## src/rtl/b16_to_bcd.sv

```systemverilog
// 16-bit unsigned binary to five-digit BCD converter with registered outputs.
// A cleared enable loads the blank code into every digit.
module b16_to_bcd (
    input  logic        clk,
    input  logic        rst,
    input  logic [15:0] to_display,
    input  logic        enable,
    output logic [3:0]  D5,
    output logic [3:0]  D4,
    output logic [3:0]  D3,
    output logic [3:0]  D2,
    output logic [3:0]  D1
);

    localparam int unsigned NumDigits = 5;
    localparam int unsigned BinWidth  = 16;
    localparam int unsigned BcdWidth  = 4 * NumDigits;
    localparam logic [3:0]  BlankCode = 4'hF;

    // Shift-add-3 correction for one BCD column.
    function automatic logic [3:0] add3(input logic [3:0] col);
        return (col >= 4'd5) ? col + 4'd3 : col;
    endfunction

    logic [BcdWidth-1:0] bcd;
    logic [BcdWidth-1:0] digits_d;
    logic [BcdWidth-1:0] digits_q;

    // Double dabble: BCD scratch sits above the binary bits and both shift left together.
    always_comb begin
        logic [BcdWidth+BinWidth-1:0] scratch;
        scratch = {{BcdWidth{1'b0}}, to_display};
        for (int i = 0; i < BinWidth; i++) begin
            for (int c = 0; c < NumDigits; c++) begin
                scratch[BinWidth + 4*c +: 4] = add3(scratch[BinWidth + 4*c +: 4]);
            end
            scratch = scratch << 1;
        end
        bcd = scratch[BinWidth +: BcdWidth];
    end

    always_comb begin
        digits_d = enable ? bcd : {NumDigits{BlankCode}};
    end

    always_ff @(posedge clk) begin
        if (rst) begin
            digits_q <= '0;
        end else begin
            digits_q <= digits_d;
        end
    end

    assign D5 = digits_q[19:16];
    assign D4 = digits_q[15:12];
    assign D3 = digits_q[11:8];
    assign D2 = digits_q[7:4];
    assign D1 = digits_q[3:0];

endmodule

```

## config.mk

```make
export PLATFORM = sky130hd
export DESIGN_NAME = b16_to_bcd
export DESIGN_NICKNAME = d
export VERILOG_FILES = /design/src/rtl/b16_to_bcd.sv
export SDC_FILE = /design/constraint.sdc
export NUM_CORES = 1
export LEC_CHECK = 0
export ABC_AREA = 1
export BUFFER_PORTS_ARGS = -buffer_cell sky130_fd_sc_hd__clkbuf_2
export CAP_MARGIN = 10
export CORE_MARGIN = 3
export CORE_UTILIZATION = 25
export CTS_CLUSTER_DIAMETER = 100
export DETAILED_ROUTE_END_ITERATION = 6
export GPL_TIMING_DRIVEN = 0
export PLACE_DENSITY = 0.46
export RECOVER_POWER = 25
export SLEW_MARGIN = 30
export SYNTH_ARGS = -nofsm -noshare
export SYNTH_HDL_FRONTEND = slang
export SYNTH_SLANG_ARGS = --single-unit
```

## constraint.sdc

```tcl
create_clock -name clk -period 15.7 [get_ports clk]
set_clock_uncertainty 0.15 [all_clocks]
set_input_delay 0.785 -clock clk [delete_from_list [all_inputs] [get_ports clk]]
set_output_delay 0.785 -clock clk [all_outputs]
set_load 0.02 [all_outputs]
```

==> flow_summary.yaml <==
status:
  status: "finished clean"
logic_synthesis:
  synth_area_per_cell_um2: 6.026
  yosysTopAreaCell: "nand2_1"
  synth.net_count: 773
  synth_cell_types: 43
  ys_seq_area_share_pct: 9.190
  synth.top_cells.by_count: "200 x nand2_1, 108 x inv_1, 86 x nand2_2"
  synth_most_common_cell: "nand2_1"
  yosys_warnings: 0
  synth_seq_cells: 20
  synth_area_um2: 4357
  synthCells: 723
  synthArstFlopShare_pct: 0
  synthFlopType: "dfxtp_1"
  synth_edf_count: 0
  synthTopCellsByArea: "nand2_1 17%, nand2_2 12%, nand3_1 9.5%, inv_1 9.3%, dfxtp_1 9.2%"
  synth_top_area_share_pct: 17.23
placed_design:
  hpwl_um: 7056
  port_buffers: 37
  gp_congestion: 0.7561
clock_tree:
  cts_tree: "done"
  clkTransAtPathRegs_ns: 0.05
  root_buffer: "clkbuf_16"
  clock_path_buffers: 2
  post-cts-setup-buffers: 0
  cts.htree.levels: 1
  clock_sinks: 20
  cts.repair.resized: 0
  cts_made_buffers: 3
  cts_hold_buf: 0
floorplan:
  die_h_um: 138.0
  dieWidth_um: 138.0
  coreArea_um2: 16820
  initial_core_util_pct: 25.90
  rows: 47
  die-area_um2: 19050
  pin_count: 39
sta:
  whs_ns: 0.6208
  slew_headroom_pct: 57.47
  worst_slew_pin_slew_ns: 0.6312
  hold_viol_final: 0
  max_freq_mhz: 99.92
  rsz0062_at_grt: "no"
  setup_tns_ns: 0
  drv_slew: 0
  setup_viol: 0
  post-route-period-util_pct: 63.74
  min_period_ns: 10.01
worst_hold_path:
  holdPathStages: 3
  holdCritPathClass: "in2reg"
setup_path:
  path_class: "in2reg"
  crit_slowest_cell: "o21ai_0"
  critPathMaxFanout: 6
  path_delay_family: "simple AND/OR/NAND/NOR gates"
  crit_path_start_kind: "primary input"
  crit_arrival_ns: 9.97
  worst-path-buf-inv: 15
  critPathMaxStageDelay_ns: 0.53
  cp-end-kind: "flip-flop"
  worst-endpoint-required_ns: 15.66
  cp.depth: 71
layout:
  largestRegisters: "digits_q x20"
  largest_reg_flops: 20
  seq_area_um2: 400.4
  largest-register: "digits_q"
  fill_cells: 1956
  num-nets-final: 815
  syn2layout_area_growth_pct: 12.00
  multiInputGateArea_um2: 3410
  antenna_cells: 0
  drive_above_1_share_pct: 28.57
drt:
  wl_um: 7862
  drcViolationCount: 0
  vias: 4096
  ant_nets: 0
  drt_iter0_markers: 86
  wire_per_inst_um: 7.998
  dr.pass1.iters: 4
  vias_per_cell: 4.167
global_routing:
  first_global_vias: 3762
  grt.total_usage_pct: 8.298
  grt-ovfl-total: 0
  grt_max_degree: 11
  grt_pass1_wl_um: 14960
  antenna_found_initial: 0
flow_run:
  drv_cap: 0
[tightest hold or removal path: stages]
cell and delay (ns):
clkbuf_2 0.08, inv_1 0.04, a21oi_1 0.05
[final cells by class]
class                   count  share of cell area [%]
plain buffers               3                  0.3846
clock buffers               3                   1.538
inverters                 139                   10.82
multi-input cells         561                   69.87
flip-flops and latches     20                   8.205
well taps                 220                   5.641
repair buffers             37                   3.538
[cell usage in the layout, fill, tap and decap left out, types with 9 or more instances in the layout]
cell | synthesis | routed
nand2_1 | 200 | 200
inv_1 | 108 | 108
nand2_2 | 86 | 86
nand3_1 | 83 | 83
ha_1 | 31 | 31
inv_2 | 27 | 27
nand3_2 | 27 | 27
clkbuf_2 | 0 | 27
dfxtp_1 | 20 | 20
nand2_4 | 19 | 19
a21oi_1 | 18 | 18
nand4_1 | 18 | 18
nor2_1 | 12 | 12
clkbuf_1 | 1 | 11
o21ai_1 | 9 | 9
[cells by family after synthesis]
family / share of synthesized area (%)
and+or+nand+nor: 56.98
AOI/OAI and AO/OA: 8.013
buffers and inverters: 12.55
xor gates and xnor gates: 4.366
DFF: 9.190
adders and majority gates: 8.903
[metrics by stage]
stage               instances  setup slack [ns]  cell area (µm²)  util [%]
global placement          980             5.263             4817     28.64
global route              983             4.324             4880     29.01
CTS                       983             5.570             4892     29.09
detailed placement        980             5.337             4817     28.64
finish                    983             5.692             4880     29.01
floorplan                 723             6.662             4357         -
[per-layer routing]
layer	track usage (%)	part of all wire, %	vias to the layer above
met3	0.6561	2.6	5
met1	11.66	54	1677
li1	-	-	2377
met2	14.21	43	37
met4	1.248	0.48	0
met5	0	0	-
[worst paths after layout]
path,start,slack [ns],to
setup / recovery,to_display[13],5.69,digits_q[18]$_SDFF_PP0_
hold / removal,to_display[0],0.62,digits_q[0]$_SDFF_PP0_
Power is not shown: default switching activity piles up to over one toggle a cycle in this logic, so the estimate is an artifact.
